## config.mk

```make
export PLATFORM = sky130hd
export DESIGN_NAME = pipeline_hazard_ctrl
export DESIGN_NICKNAME = d
export VERILOG_FILES = /design/src/rtl/pipeline_hazard_ctrl.sv
export SDC_FILE = /design/constraint.sdc
export NUM_CORES = 1
export LEC_CHECK = 0
export ABC_AREA = 1
export BUFFER_PORTS_ARGS = -buffer_cell sky130_fd_sc_hd__buf_2
export CORE_ASPECT_RATIO = 1.1
export CORE_MARGIN = 1.5
export CORE_UTILIZATION = 44
export CTS_CLUSTER_DIAMETER = 100
export DETAILED_ROUTE_END_ITERATION = 12
export GPL_TIMING_DRIVEN = 0
export MAX_ROUTING_LAYER = met4
export PLACE_DENSITY = 0.8
export SLEW_MARGIN = 25
export SYNTH_ARGS = -nofsm -noshare
export SYNTH_HDL_FRONTEND = slang
export SYNTH_SLANG_ARGS = --single-unit
```

## constraint.sdc

```tcl
create_clock -name clk -period 1.95 [get_ports clk]
set_input_delay 0.2925 -clock clk [delete_from_list [all_inputs] [get_ports clk]]
set_output_delay 0.2925 -clock clk [all_outputs]
set_load 0.02 [all_outputs]
```

## src/rtl/pipeline_hazard_ctrl.sv

```systemverilog
// Stall/flush sequencer for the 5-stage MIPS32 pipeline: exceptions, bus waits, load-use, branch flush.
// Optional stall-cycle performance counter enabled by defining PERF_CNT_EN.
//
//   state      | meaning
//   -----------+---------------------------------------------------------------
//   S_RUN      | normal issue; resolves exception > bus wait > load-use > branch
//   S_MEM_WAIT | pipeline frozen behind an unacknowledged memory access
//   S_EXC_HOLD | fetch bubbles after an exception redirect
module pipeline_hazard_ctrl #(
  parameter int MEM_TIMEOUT = 16,
  parameter int EXC_HOLD    = 1
) (
  input  logic        clk,
  input  logic        rst,
  input  logic        IDEXMemRead,
  input  logic [5:0]  IDEXRegDest,
  input  logic [5:0]  IFIDRs,
  input  logic [5:0]  IFIDRt,
  input  logic        BranchFlush,
  input  logic        MemReq,
  input  logic        MemAck,
  input  logic        ExcSyscall,
  input  logic        ExcEret,
  output logic        PCWriteEN,
  output logic [1:0]  PCSel,
  output logic        ExcCommit,
  output logic        IFIDWE,
  output logic        IFIDClr,
  output logic        IDEXWE,
  output logic        IDEXClr,
  output logic        EXMEMWE,
  output logic        EXMEMClr,
  output logic        MEMWBWE,
  output logic        MEMWBClr,
  output logic        BusTimeout,
  output logic [31:0] StallCnt
);

  localparam int WW = $clog2(MEM_TIMEOUT + 2);

  typedef enum logic [1:0] {S_RUN, S_MEM_WAIT, S_EXC_HOLD} state_t;

  state_t        state, state_nxt;
  logic [WW-1:0] wait_cnt, wait_nxt, wait_inc;
  logic [3:0]    hold_cnt, hold_nxt;
  logic          load_use, do_freeze, do_haz;

  assign wait_inc = wait_cnt + 1'b1;
  assign load_use = IDEXMemRead && (IDEXRegDest != 6'd0) &&
                    ((IDEXRegDest == IFIDRs) || (IDEXRegDest == IFIDRt));

  always_ff @(posedge clk or negedge rst) begin
    if (!rst) begin
      state    <= S_RUN;
      wait_cnt <= '0;
      hold_cnt <= '0;
    end else begin
      state    <= state_nxt;
      wait_cnt <= wait_nxt;
      hold_cnt <= hold_nxt;
    end
  end

  always_comb begin
    state_nxt  = state;
    wait_nxt   = wait_cnt;
    hold_nxt   = hold_cnt;
    PCWriteEN  = 1'b1;
    PCSel      = 2'b00;
    ExcCommit  = 1'b0;
    IFIDWE     = 1'b1;
    IFIDClr    = 1'b0;
    IDEXWE     = 1'b1;
    IDEXClr    = 1'b0;
    EXMEMWE    = 1'b1;
    EXMEMClr   = 1'b0;
    MEMWBWE    = 1'b1;
    MEMWBClr   = 1'b0;
    BusTimeout = 1'b0;
    do_freeze  = 1'b0;
    do_haz     = 1'b0;

    case (state)
      S_RUN: begin
        if (ExcSyscall || ExcEret) begin
          ExcCommit = 1'b1;
          PCSel     = ExcSyscall ? 2'b01 : 2'b10;
          IFIDClr   = 1'b1;
          IDEXClr   = 1'b1;
          EXMEMClr  = 1'b1;
          MEMWBClr  = 1'b1;
          if (EXC_HOLD == 0) begin
            state_nxt = S_RUN;
          end else begin
            state_nxt = S_EXC_HOLD;
            hold_nxt  = 4'(EXC_HOLD);
          end
        end else if (MemReq && !MemAck) begin
          do_freeze = 1'b1;
          wait_nxt  = WW'(1);
          state_nxt = S_MEM_WAIT;
        end else begin
          do_haz = 1'b1;
        end
      end
      S_MEM_WAIT: begin
        // an ack landing on the timeout cycle wins and suppresses the pulse
        if (MemAck || (wait_inc >= WW'(MEM_TIMEOUT))) begin
          BusTimeout = !MemAck;
          wait_nxt   = '0;
          state_nxt  = S_RUN;
          do_haz     = 1'b1;
        end else begin
          do_freeze = 1'b1;
          wait_nxt  = wait_inc;
        end
      end
      S_EXC_HOLD: begin
        PCWriteEN = 1'b0;
        IFIDClr   = 1'b1;
        if (hold_cnt <= 4'd1) begin
          hold_nxt  = '0;
          state_nxt = S_RUN;
        end else begin
          hold_nxt = hold_cnt - 1'b1;
        end
      end
      default: state_nxt = S_RUN;
    endcase

    if (do_freeze) begin
      PCWriteEN = 1'b0;
      IFIDWE    = 1'b0;
      IDEXWE    = 1'b0;
      EXMEMWE   = 1'b0;
      MEMWBClr  = 1'b1;
    end

    if (do_haz) begin
      if (load_use) begin
        PCWriteEN = 1'b0;
        IFIDWE    = 1'b0;
        IDEXClr   = 1'b1;
      end else if (BranchFlush) begin
        IFIDClr = 1'b1;
      end
    end

    if (!rst) begin
      PCWriteEN  = 1'b0;
      PCSel      = 2'b00;
      ExcCommit  = 1'b0;
      IFIDWE     = 1'b0;
      IFIDClr    = 1'b1;
      IDEXWE     = 1'b0;
      IDEXClr    = 1'b1;
      EXMEMWE    = 1'b0;
      EXMEMClr   = 1'b1;
      MEMWBWE    = 1'b0;
      MEMWBClr   = 1'b1;
      BusTimeout = 1'b0;
    end
  end

`ifdef PERF_CNT_EN
  always_ff @(posedge clk or negedge rst) begin
    if (!rst)
      StallCnt <= '0;
    else if (!PCWriteEN && (StallCnt != 32'hFFFF_FFFF))
      StallCnt <= StallCnt + 32'd1;
  end
`else
  assign StallCnt = '0;
`endif

endmodule

```

# Word-level counts from Yosys, hierarchy flattened
# Index checks and enable logic that the tools add are counted.
# totals
out_inout_bits	45
reg_bits	11
word_cells	83
latch_bits	0
n_memories	0
ram_bits	0
rom_bits	0
# op_classes
n_div	0
n_lt_le_gt_ge	2
n_addsub	2
shifts	0
muxes	52
eq_ne	10
bitwise_logic	0
n_reduce_logical	14
multipliers	0
# op_table
op	count
1-bit 2-to-1 mux	33
2-bit 2-to-1 mux	8
5-bit 2-to-1 mux	3
6-bit == test	2
2-bit inequality test, second input constant	5
5-bit case mux with 2 select lines	1
4-bit 2-to-1 mux	2
4-bit case mux with 2 select lines	1
1-bit case mux with 2 select lines	3
2-bit case mux with 3 select lines	1
3-bit AND reduction	2
6-bit nonzero test	1
5-bit by 1-bit adder with 5-bit output, second input constant	1
5-bit greater-or-equal comparator, second input constant	1
4-bit by 1-bit <= comparator with 1-bit output, second input constant	1
2-bit nonzero test	2
4-bit by 1-bit subtractor with 4-bit output, second input constant	1
1-bit logical AND	3
1-bit logical OR	3
3-bit inequality test, second input constant	1
2-bit by 1-bit == test with 1-bit output, second input constant	1
2-bit == test, second input constant	1
2-bit zero test	1
2-bit AND reduction	1
1-bit zero test	1

# Logic depth before layout (Yosys ltp)
# logic_depth
ltp_word	9
ltp_mapped	9
mapped_depth_nobuf	9

# Worst setup path before layout
# No wires, ideal clock.
# synth_timing
path_type	register to output
start	register wait_cnt[0]
end	output port PCWriteEN
t_arrival_ns	1.515
slack_ns	0.143
n_path_buf	0
required_time_ns	1.657
path_stages_with_launch	9
path_cell_list	dfrtp_1 -> ha_1 -> nand3_1 -> nand2_2 -> nand4_1 -> nand2_2 -> nor2_2 -> nand2_2 -> nor2_2
# synth_between
elab_chain_len	9
# synth_rtl
item	line_no	rtl
start, declared	44	logic [WW-1:0] wait_cnt, wait_nxt, wait_inc;
start signal, assigned	59	wait_cnt <= wait_nxt;
5-bit by 1-bit adder with 5-bit output *	48	assign wait_inc = wait_cnt + 1'b1;
5-bit greater-or-equal comparator *	108	if (MemAck || (wait_inc >= WW'(MEM_TIMEOUT))) begin
1-bit logical OR *	108	
1-bit 2-to-1 mux	108	
1-bit case mux with 2 select lines	83	case (state)
1-bit 2-to-1 mux	131	if (do_freeze) begin
1-bit 2-to-1 mux	140	if (load_use) begin
1-bit 2-to-1 mux *	139	if (do_haz) begin
1-bit 2-to-1 mux *	149	if (!rst) begin
end, declared	24	output logic PCWriteEN,
# Every way passes the cells marked *; elsewhere a longest branch is shown, timed or not.

# Worst setup path after layout
# layout_timing
start	register wait_cnt[1]
end	output port PCWriteEN
# The elaborated chain is that of the path after synthesis.

==> results.cfg <==
[yosys]
ys_top_cells_by_area = dfrtp_1 22%, buf_4 21%, nand2_1 18%
ys_seq_area_frac = 0.222
synth_cell_type_count = 26
synth-async-reset-ratio = 1.00
syn_inst = 200
synth_most_common_cell = nand2_1
synth_top_area_frac = 0.222
syn_avg_cell_area_sq_um = 6.21
synth_ff_type = dfrtp_1
netlist_top_cells_count = 60 x nand2_1, 34 x buf_4, 34 x inv_1
ys_seq_elements = 11
synth_edf_count = 0
synth_top_area_cell = dfrtp_1
netlist_area_sq_um = 1240
yosysWarningCount = 0

[worst_setup_path]
crit_fanout = 4
critPathMaxStageDelay_ps = 420
r2r_setup_slack_ps = 590
reg2reg_to = hold_cnt[3]
worstPathRequired_ps = 1660
crit_path_end_kind = output pin
crit_top_cell = nand2_2
crit_type = flip-flop to output pin
r2r-start = hold_cnt[0]
start_kind = flip-flop
r2r_cells = 7
arrival_ps = 1680
crit_chain = ha_4, nand3_2, nand2_4, nand4_1, nand2_2, nor2_4, nand2_2, nor2_2, buf_6
cp_slowest_cell = dfrtp_1

[cells_and_area]
nNetsFinal = 306
seq_area_sq_um = 277
multi_input_area_sq_um = 756
fin_area_sq_um = 1720
syn2layout_area_growth_pct = 38.5
nFillCells = 272
n_antenna_cell = 0
fin_util = 0.631
drive_gt1_frac = 0.348

[clocking]
cts_sinks = 11
cts_root_buf = clkbuf_4
cts_tree = built
cts.clk_slew.worst_paths_ps = 70
h-tree-depth = 1
clock_latency_ps = 270
clk_path_buf_depth = 2
cts_buffers = 3

[sta]
setup_ws_ps = -21.3
post-route-min-period_ps = 1970
fin_crit_sh = 1.01
setup_viol = 1
clock_skew_ps = 3.67
grt_setup_unrepaired = yes
hold_violations = 0
slew_viol_final = 0
fmax_mhz = 507

[route]
drt-wirelength-per-cell_um = 8.51
vias = 1284
drc = 0
wl_um = 2630
drt_pass1_iterations = 4
drtIter0Drc = 23
ant_nets = 0
vias_per_cell = 4.16

[power]
ir_drop_v = 0.000487
power_density_nw_per_um2 = 693
p_leak_nw = 1.07

[hold_path]
min-delay-start = ExcSyscall
whs_path_depth = 4
hold_path.class = primary input to flip-flop
hold_path_end = state[0]

[die]
dieArea_sq_um = 3150
die_w_um = 53.7
num_io_pins = 71
rows = 20
core_area_sq_um = 2730
die_h_um = 58.7
start_util = 0.456

[grt]
grtUsageTotal = 0.175
met1_usage = 0.196
top_usage_layer = met2
grt_pass1_vias = 1111
grtUsageMet3 = 0.0381
overflow = 0
met2_usage = 0.310
antenna_found_initial = 0
grt_pass1_wl_um = 4110
grt_max_degree = 18

[placed_design]
place_area_sq_um = 1590
dp_hpwl_um = 2060
port_buffers = 38
globalplace.congestion = 0.775

[job]
maxCapViolCount = 0

[outcome]
violations = negative setup slack
status = finished, violations left
## kinds of logic (layout without fill, tap and decap cells)
| logic type | Yosys count | count (layout) | synth area share |
|---|---|---|---|
| AO/OA/AOI/OAI | 16 | 16 | 0.0735 |
| XOR/XNOR | 2 | 2 | 0.0141 |
| adder cells (fa/ha/maj) | 3 | 3 | 0.0302 |
| buffers and inverters | 69 | 114 | 0.311 |
| flip-flops | 11 | 11 | 0.222 |
| other | 1 | 32 | 0.00302 |
| AND/OR/NAND/NOR | 98 | 98 | 0.346 |
## worst max-delay path: cells and delay by family (launching register included)
kind,cells,cell delay [ps]
buffers and inverters,1,120
flip-flops,1,420
adder cells (fa/ha/maj),1,190
AND/OR/NAND/NOR,7,680
## power breakdown
| group | leakage, nW | internal (mW) | switching, mW | total (mW) |
|---|---|---|---|---|
| clock | 0.0150 | 0.0793 | 0.0817 | 0.161 |
| combinational | 0.916 | 0.279 | 0.424 | 0.703 |
| sequential | 0.140 | 0.283 | 0.0446 | 0.328 |
## area by class of cell
type                    count  share of cell area
plain buffers              34               0.148
clock buffers               4              0.0153
inverters                  35              0.0764
multi-input cells         151               0.439
flip-flops and latches     11               0.161
well taps                  33              0.0240
repair buffers             41               0.136
## how the worst max path moves through the flow
stage / startpoint / to / slack, ps
after global routing: wait_cnt[1] / PCWriteEN / -130
after detailed placement: wait_cnt[0] / PCWriteEN / 150
after global placement: wait_cnt[0] / PCWriteEN / 170
after floorplan: wait_cnt[0] / PCWriteEN / 140
after CTS: wait_cnt[0] / PCWriteEN / -0.3
final: wait_cnt[1] / PCWriteEN / -20
## cells in the final DEF (no fill, tap or decap), types with 4 or more instances in the layout
cell     instances
inv_1           33
o21ai_0          5
nor2_1          15
buf_2           35
conb_1          32
buf_4           36
dfrtp_1         10
nand3_1          7
nand2_2          4
a21oi_1          4
nand2_1         58
## flip-flops by register name, indices dropped and copies added (netlist names)
register,cells
hold_cnt,4
state,2
wait_cnt,5
## metal layers
layer | wire length, um | vias to the layer above
met5 | 0 | -
met3 | 199 | 2
met2 | 1330 | 50
met4 | 14 | 0
met1 | 1080 | 539
li1 | - | 693
## repair_timing
action,in CTS,in global routing
endpoints found under the setup margin,7,6
endpoints found under the hold margin,11,11
buffers inserted,1,1
gates resized for setup,5,14
pin swaps,1,1
## per-stage QoR
step                      TNS (ps)  power [mW]  std cells  hold slack [ps]  setup slack, ps
after detailed placement         0       0.968        302              215              151
after floorplan                  0       0.817        231            -3.09              143
after global routing          -317        1.30        309              408             -130
final                        -21.3        1.19        309              397            -21.3
after CTS                   -0.315        1.16        307            -84.2           -0.315
after global placement           0       0.957        302              217              168
Power figures use the tool's default switching activity.
